File: src/rtl/awgn_channel.sv
// ---------------------------------------------------------------------------
// awgn_channel
//   Adds an attenuated Gaussian noise sample to each clean input sample and
//   saturates the result to DATA_W bits. It is a two-stage valid/ready
//   pipeline:
//     S1  captures the (DATA_W+1)-bit sum on input transfer
//     S2  clips the sum and holds it as the output register
//   A saturating counter records how many output samples were clipped.
//
// Ports
//   clk          in   sole clock, rising edge
//   nreset       in   asynchronous active-low reset
//   noise_in     in   DATA_W signed noise sample (fresh every clk)
//   noise_en     in   1 = add noise, 0 = bypass
//   noise_shift  in   4-bit arithmetic right shift applied to noise_in
//   in_data      in   DATA_W signed clean sample
//   in_valid     in   in_data valid
//   in_ready     out  block accepts in_data this cycle
//   out_data     out  DATA_W signed noisy, saturated sample
//   out_valid    out  out_data valid
//   out_ready    in   downstream accepts out_data
//   sat_clear    in   synchronous clear of sat_count (wins over increment)
//   sat_count    out  CNT_W count of clipped output samples, saturating
// ---------------------------------------------------------------------------
module awgn_channel #(
  parameter int DATA_W = 16,
  parameter int CNT_W  = 16
) (
  input  logic                     clk,
  input  logic                     nreset,
  input  logic signed [DATA_W-1:0] noise_in,
  input  logic                     noise_en,
  input  logic        [3:0]        noise_shift,
  input  logic signed [DATA_W-1:0] in_data,
  input  logic                     in_valid,
  output logic                     in_ready,
  output logic signed [DATA_W-1:0] out_data,
  output logic                     out_valid,
  input  logic                     out_ready,
  input  logic                     sat_clear,
  output logic        [CNT_W-1:0]  sat_count
);

  localparam logic [DATA_W-1:0] SAT_MAX = {1'b0, {(DATA_W-1){1'b1}}};
  localparam logic [DATA_W-1:0] SAT_MIN = {1'b1, {(DATA_W-1){1'b0}}};

  // Pipeline state
  logic              s1_valid_q, s1_valid_d;
  logic [DATA_W:0]   s1_sum_q,   s1_sum_d;
  logic              out_valid_q, out_valid_d;
  logic [DATA_W-1:0] out_data_q,  out_data_d;
  logic [CNT_W-1:0]  sat_count_q, sat_count_d;

  // Handshake decode
  logic s2_load;
  logic in_xfer;
  logic out_xfer;

  // Datapath intermediates
  logic signed [DATA_W-1:0] noise_term;
  logic        [DATA_W:0]   sum_now;
  logic                     clip_hi;
  logic                     clip_lo;
  logic        [DATA_W-1:0] clipped;

  // S2 can take S1's sample when it is empty or is being emptied this cycle.
  assign s2_load  = s1_valid_q && (!out_valid_q || out_ready);
  assign in_ready = !s1_valid_q || s2_load;
  assign in_xfer  = in_valid && in_ready;
  assign out_xfer = out_valid_q && out_ready;

  // Noise is only consumed on an input transfer; other samples fall away.
  always_comb begin
    noise_term = '0;
    if (noise_en) begin
      noise_term = noise_in >>> noise_shift;
    end
    sum_now = {in_data[DATA_W-1], in_data} + {noise_term[DATA_W-1], noise_term};
  end

  // The sum of two DATA_W values always fits DATA_W+1 bits, so overflow of
  // the DATA_W result shows up as the two top bits disagreeing.
  always_comb begin
    clip_hi = !s1_sum_q[DATA_W] &&  s1_sum_q[DATA_W-1];
    clip_lo =  s1_sum_q[DATA_W] && !s1_sum_q[DATA_W-1];
    clipped = s1_sum_q[DATA_W-1:0];
    if (clip_hi) begin
      clipped = SAT_MAX;
    end else if (clip_lo) begin
      clipped = SAT_MIN;
    end
  end

  // S1 next state
  always_comb begin
    s1_valid_d = s1_valid_q;
    s1_sum_d   = s1_sum_q;
    if (in_xfer) begin
      s1_valid_d = 1'b1;
      s1_sum_d   = sum_now;
    end else if (s2_load) begin
      s1_valid_d = 1'b0;
    end
  end

  // S2 next state: a load during an output transfer replaces the data with
  // no bubble; data is untouched while stalled.
  always_comb begin
    out_valid_d = out_valid_q;
    out_data_d  = out_data_q;
    if (s2_load) begin
      out_valid_d = 1'b1;
      out_data_d  = clipped;
    end else if (out_xfer) begin
      out_valid_d = 1'b0;
    end
  end

  // Clip counter: clear has priority, and the count sticks at all-ones.
  always_comb begin
    sat_count_d = sat_count_q;
    if (sat_clear) begin
      sat_count_d = '0;
    end else if (s2_load && (clip_hi || clip_lo) && !(&sat_count_q)) begin
      sat_count_d = sat_count_q + 1'b1;
    end
  end

  always_ff @(posedge clk or negedge nreset) begin
    if (!nreset) begin
      s1_valid_q  <= 1'b0;
      s1_sum_q    <= '0;
      out_valid_q <= 1'b0;
      out_data_q  <= '0;
      sat_count_q <= '0;
    end else begin
      s1_valid_q  <= s1_valid_d;
      s1_sum_q    <= s1_sum_d;
      out_valid_q <= out_valid_d;
      out_data_q  <= out_data_d;
      sat_count_q <= sat_count_d;
    end
  end

  assign out_valid = out_valid_q;
  assign out_data  = out_data_q;
  assign sat_count = sat_count_q;

endmodule

File: config.mk
export PLATFORM = sky130hd
export DESIGN_NAME = awgn_channel
export DESIGN_NICKNAME = d
export VERILOG_FILES = /design/src/rtl/awgn_channel.sv
export SDC_FILE = /design/constraint.sdc
export NUM_CORES = 1
export LEC_CHECK = 0
export CAP_MARGIN = 20
export CORE_ASPECT_RATIO = 0.7
export CORE_UTILIZATION = 35
export CTS_CLUSTER_SIZE = 16
export DETAILED_ROUTE_END_ITERATION = 8
export GPL_TIMING_DRIVEN = 0
export PLACE_DENSITY = 0.62
export SLEW_MARGIN = 20
export SYNTH_ARGS = -nofsm -noshare
export SYNTH_HDL_FRONTEND = slang
export SYNTH_SLANG_ARGS = --single-unit
File: constraint.sdc
create_clock -name clk -period 4.6 [get_ports clk]
set_input_delay 0.46 -clock clk [delete_from_list [all_inputs] [get_ports clk]]
set_output_delay 0.46 -clock clk [all_outputs]
set_load 0.05 [all_outputs]
==> results.toml, run 1 <==
[outcome]
outcome = "finished clean"

[timing]
relSlewSlack_pct = 52.81
period_share_pct = 81.53
finalHoldViolations = 0
final-setup-viol-count = 0
fin_skew_ns = 0.003341
tightest_slew_ns = 0.7078
post-route-min-period_ns = 3.750
grt_setup_unrepaired = "no"
fmax_mhz = 266.6
setup_total_negative_slack_ns = 0
finalMaxSlewViolations = 0

[layout]
mostFrequentLayoutCell = "sky130_fd_sc_hd__clkdlybuf4s50_1"
finish.net_count = 589
final_cell_mix = "71 x sky130_fd_sc_hd__clkdlybuf4s50_1, 58 x sky130_fd_sc_hd__a21oi_1, 53 x sky130_fd_sc_hd__nor2_1"
post_route_cells_drive_above_1_share_pct = 6.831
layout-area-overhead-vs-synth_pct = 27.88
insertedDiodeCount = 0
final_core_util_pct = 46.63

[synth]
syn_inst = 446
post_synth_top_area_share_pct = 33.42
synth_top_cell_by_area = "sky130_fd_sc_hd__dfrtp_1"
synth_enable_flop_cells = 0
average_cell_area_after_synthesis_um2 = 8.562
synth_area_leaders = "sky130_fd_sc_hd__dfrtp_1 33%, sky130_fd_sc_hd__a21oi_1 7.6%, sky130_fd_sc_hd__ha_1 6.6%"
synth_cell_type_count = 59
postSynthNetCount = 509
synth_sequential_area_ratio_pct = 33.42
synth_flop_cell = "sky130_fd_sc_hd__dfrtp_1"
ys.warnings.count = 0
ys_async_sr_fraction_pct = 100.0
yosys_register_bits = 51
post_synth_instance_area_um2 = 3819

[power_and_ir_drop]
total_switching_power_mw = 0.6547
combinationalPowerShare_pct = 41.9
p_leak_nw = 1.997
swShare_pct = 38.84
vdd_drop_max_uv = 277.0
power.share.sequential_pct = 35.3
power.clock.fraction_pct = 22.8
cell_internal_pwr_mw = 1.031
p_per_area_nw_per_um2 = 345.2

[clock_network]
cts.hold.buffers_added = 0
deepest_clock_path_buffer_count = 2
tritoncts = "done"
clk_root_buffer_cell = "sky130_fd_sc_hd__clkbuf_16"
cts.repair.resized = 0
cts_setup_buffers = 0
cts.htree.levels = 2
tritoncts.num_buffers = 5
clock_latency_ns = 0.29
cts.reportedPaths.clkPinSlew_ns = 0.06
tritoncts_num_sinks = 51

[routing]
wire_per_inst_um = 15.60
detail_route.vias_per_cell = 5.592
via_count = 3685
drt_iter0_markers = 303
residual_drc = 0
antenna_violating_nets_left = 0
routed_wl_um = 10280
detailedRoute.firstPassIterationCount = 5

[global_route]
grt_first_pass_wirelength_um = 16990
grt.total_usage_pct = 18.90
globalRoute.busiestLayer = "met1"
use_met1_pct = 29.21
grt_met2_usage_pct = 27.27
grt_antenna_before_repair = 0
global_route.overflow_total = 0
grt_max_degree = 30
grt.met3_usage_pct = 4.129
grt_pass1_vias = 3471

[placed_design]
place_congestion = 0.9491
number_of_port_buffers = 72
place.detailed.hpwl_um = 8293

[floorplan]
core_area_um2 = 10470
die_height_um = 89.39
num_rows = 31
die_x_um = 126.8
dieArea_um2 = 11340
i_o_pins = 76
initial_utilization_pct = 36.46

[critical_path]
setup.worst_path.end_class = "flop"
worst-endpoint-arrival_ns = 3.91
critPathRequiredTime_ns = 4.76
setup.reg_to_reg.worst_slack_ns = 2.50
startpoint_type = "primary input"
critical_path_class = "primary input to flop"
reg2reg_depth = 6
cp_max_fo = 10

[flow_run]
timing.max_cap.violations = 0

[min_path]
hold_path_class = "primary input to asynchronous set/reset pin"
-- routing by layer --
metal | up-vias | part of all wire [%]
li1 | 1790 | -
met1 | 1750 | 52
met2 | 139 | 40
met3 | 6 | 7.8
met4 | 0 | 0.30
met5 | - | 0
-- power by group through the flow --
stage	combinational, mW	clock, mW	sequential (mW)
detailed placement	0.704	0	0.602
global placement	0.693	0	0.602
finish	0.706	0.384	0.595
global route	0.768	0.415	0.605
floorplan	0.302	0	0.755
CTS	0.707	0.395	0.595
-- Yosys cell counts, types with 4 or more instances --
cell and n:
sky130_fd_sc_hd__and2_1 4, sky130_fd_sc_hd__nand4_1 5, sky130_fd_sc_hd__a31oi_1 4, sky130_fd_sc_hd__nor4_1 5, sky130_fd_sc_hd__o21ai_1 7, sky130_fd_sc_hd__nand2b_1 6
sky130_fd_sc_hd__xor2_1 8, sky130_fd_sc_hd__mux2i_1 14, sky130_fd_sc_hd__mux4_2 7, sky130_fd_sc_hd__and3_1 7, sky130_fd_sc_hd__nand3_1 15, sky130_fd_sc_hd__a211oi_1 10
sky130_fd_sc_hd__xnor2_1 10, sky130_fd_sc_hd__clkbuf_1 16, sky130_fd_sc_hd__inv_1 12, sky130_fd_sc_hd__nor3_1 7, sky130_fd_sc_hd__ha_1 20, sky130_fd_sc_hd__nor2_1 53
sky130_fd_sc_hd__a21oi_1 58, sky130_fd_sc_hd__nand2_1 41, sky130_fd_sc_hd__o21ai_0 21, sky130_fd_sc_hd__mux2_2 7, sky130_fd_sc_hd__dfrtp_1 51
-- cell type report --
| type | count | area [um2] |
|---|---|---|
| buffer | 23 | 105.1 |
| clock buffer | 8 | 156.4 |
| fill | 1036 | 5589 |
| inverter | 12 | 45.04 |
| multi-input combinational | 360 | 2392 |
| sequential | 51 | 1276 |
| tap | 132 | 165.2 |
| timing repair buffer | 73 | 743.2 |
-- registers in the layout, summed over array words and instances (netlist names) --
name / flops
s1_sum_q: 17
sat_count: 16
out_valid: 1
out_data: 16
s1_valid_q: 1
-- critical path: stages --
cell and delay [ns]:
sky130_fd_sc_hd__clkdlybuf4s50_1 0.52, sky130_fd_sc_hd__clkbuf_1 0.39, sky130_fd_sc_hd__clkbuf_1 0.42, sky130_fd_sc_hd__a211oi_1 0.13, sky130_fd_sc_hd__a21oi_1 0.14, sky130_fd_sc_hd__nor2_1 0.10
sky130_fd_sc_hd__fa_1 0.47, sky130_fd_sc_hd__a211oi_1 0.33, sky130_fd_sc_hd__o21ai_1 0.23, sky130_fd_sc_hd__a21boi_1 0.43, sky130_fd_sc_hd__xor2_1 0.21, sky130_fd_sc_hd__o21ai_1 0.07
-- final timing paths --
check	endpoint	startpoint
max in group asynchronous	out_data[3]	nreset
min	s1_valid_q	nreset
max reg2reg	sat_count[15]	s1_sum_q[16]
min reg2reg	s1_sum_q[2]	s1_sum_q[2]
max	s1_sum_q[8]	noise_shift[2]
min in group clk	s1_sum_q[2]	s1_sum_q[2]
-- cell families (layout without fill, tap and decap cells) --
group           count (synthesis)  after routing  share of synthesized area (%)
buf+inv                        35            116                          3.931
xor+xnor                       18             18                          4.128
simple gates                  161            161                          20.45
fa+ha+maj                      21             21                          7.077
mux                            31             31                          10.75
compound gates                129            129                          20.25
flops                          51             51                          33.42
-- stage by stage --
step	instance area, um2	power, mW	cells	setup slack (ns)	hold WS, ns
floorplan	3819	1.057	446	1.504	0.1644
global placement	4705	1.295	650	0.6542	0.4763
detailed placement	4727	1.305	651	0.6771	0.4769
CTS	4883	1.698	659	0.9530	0.2381
global route	4883	1.788	659	0.5544	0.2757
finish	4883	1.686	659	0.8495	0.2233
(Power assumes the default switching activity.)
==> run 2, diff against run 1 <==
==> constraint.sdc (replaced) <==
create_clock -name clk -period 3.85 [get_ports clk]
set_input_delay 0.385 -clock clk [delete_from_list [all_inputs] [get_ports clk]]
set_output_delay 0.385 -clock clk [all_outputs]
set_load 0.05 [all_outputs]
==> results.toml, run 2 (synthesis gave the netlist of run 1 again) <==
[critical_path]
critical_path.max_stage_delay_ns = 0.50
worstPathCellList = "clkdlybuf4s50_1 -> clkbuf_1 -> clkbuf_1 -> a21oi_1 -> nor2_1 -> ha_1 -> a211oi_1 -> o211ai_1 -> nand4b_1 -> mux2_1 -> a221o_1"
critPathRequiredTime_ns = 4.02
reg2reg_depth = 6
worst-endpoint-arrival_ns = 3.72
critical_path_class = "primary input to flop"
worstReg2RegEnd = "sat_count[15]"
cp_max_fo = 10
startpoint_type = "primary input"
setup.worst_path.end_class = "flop"
worst_r2r_startpoint = "s1_sum_q[16]"
cp_max_delay_cell = "sky130_fd_sc_hd__clkdlybuf4s50_1"
setup.reg_to_reg.worst_slack_ns = 1.76
critPathMostFrequentCell = "sky130_fd_sc_hd__clkbuf_1"

[clock_network]
tritoncts_num_sinks = 51
cts.reportedPaths.clkPinSlew_ns = 0.06
clk_root_buffer_cell = "sky130_fd_sc_hd__clkbuf_16"
cts.hold.buffers_added = 0
tritoncts = "done"
tritoncts.num_buffers = 5
cts_setup_buffers = 0
deepest_clock_path_buffer_count = 2
cts.htree.levels = 2
clock_latency_ns = 0.29

[power_and_ir_drop]
vdd_drop_max_uv = 330.0
p_leak_nw = 2.001
total_power_mw = 2.016
p_per_area_nw_per_um2 = 412.3

[routing]
detailedRoute.firstPassIterationCount = 5
wire_per_inst_um = 15.68
residual_drc = 0
via_count = 3670
drt_iter0_markers = 301
detail_route.vias_per_cell = 5.569
routed_wl_um = 10330
antenna_violating_nets_left = 0

[layout]
finish.cell_count_without_fillers = 659
insertedDiodeCount = 0
final_design_area_no_fill_um2 = 4888
fillerInstances = 1033
post_route_cells_drive_above_1_share_pct = 7.211
final-seq-area_um2 = 1276
final_cell_mix = "71 x sky130_fd_sc_hd__clkdlybuf4s50_1, 58 x sky130_fd_sc_hd__a21oi_1, 53 x sky130_fd_sc_hd__nor2_1"
final_core_util_pct = 46.68
layout-area-overhead-vs-synth_pct = 28.01
mostFrequentLayoutCell = "sky130_fd_sc_hd__clkdlybuf4s50_1"
multi_input_comb_area_um2 = 2396
largest_register_ffs = 17
largest-register = "s1_sum_q"
finish.net_count = 589

[floorplan]
num_rows = 31
dieArea_um2 = 11340
initial_utilization_pct = 36.46
core_area_um2 = 10470
die_x_um = 126.8
die_height_um = 89.39
i_o_pins = 76

[global_route]
grt_max_degree = 30
global_route.overflow_total = 0
grt.total_usage_pct = 18.90
grt_pass1_vias = 3471
grt_antenna_before_repair = 0
grt_first_pass_wirelength_um = 16990

[timing]
finalHoldViolations = 0
post-route-min-period_ns = 3.550
fmax_mhz = 281.7
fin_skew_ns = 0.002993
tightest_slew_ns = 0.7082
period_share_pct = 92.21
layout_setup_ws_ns = 0.2999
hold_ws_ns = 0.1483
finalMaxSlewViolations = 0
setup_total_negative_slack_ns = 0
final-setup-viol-count = 0
relSlewSlack_pct = 52.78
grt_setup_unrepaired = "no"

[min_path]
hold_path_class = "primary input to asynchronous set/reset pin"

[outcome]
outcome = "finished clean"

[placed_design]
number_of_port_buffers = 72
place_congestion = 0.9491
placedCellCount = 651
place.detailed.hpwl_um = 8293
placement.cell_area_um2 = 4727
place_ws_ns = 0.002138

[flow_run]
timing.max_cap.violations = 0
[run 2: repair_timing]
action / CTS / global route
endpoints found under the hold margin: 0 / 0
resized for setup: 0 / 3
setup endpoints to repair: 0 / 4
[run 2: worst max path at each step]
stage / from / to / depth (start not counted)
6_report: noise_shift[3] / s1_sum_q[11] / 11
5_1_grt: noise_shift[3] / s1_sum_q[11] / 11
4_1_cts: noise_shift[2] / s1_sum_q[8] / 12
3_5_place_dp: noise_shift[2] / s1_sum_q[8] / 12
3_3_place_gp: noise_shift[3] / s1_sum_q[8] / 11
2_1_floorplan: noise_shift[0] / s1_sum_q[8] / 12
[run 2: cell type report]
type,instances,area share (%)
well taps,132,3.379
clock buffers,8,3.199
flip-flops and latches,51,26.11
repair buffers,73,15.20
multi-input cells,360,49.01
plain buffers,23,2.176
inverters,12,0.9214
[run 2: critical path, delay by kind of cell]
family / cells / cell delay [ns]
compound gates: 4 / 1.06
buf+inv: 3 / 1.25
mux: 1 / 0.33
simple gates: 2 / 0.40
fa+ha+maj: 1 / 0.30
[run 2: per-layer routing]
| metal | share of wire, % | vias to the layer above | GRT usage [%] |
|---|---|---|---|
| met5 | 0 | - | 0 |
| met4 | 0.28 | 0 | 2.273 |
| met1 | 52 | 1750 | 29.21 |
| li1 | - | 1788 | - |
| met2 | 40 | 126 | 27.27 |
| met3 | 7.2 | 6 | 4.129 |
[run 2: report_power, final]
group / switching, mW / leakage [nW] / total [mW] / internal (mW)
logic: 0.529 / 1.29 / 0.846 / 0.317
registers: 0.0716 / 0.629 / 0.710 / 0.638
clock network: 0.183 / 0.0772 / 0.460 / 0.277
total: 0.783 / 2.00 / 2.02 / 1.23
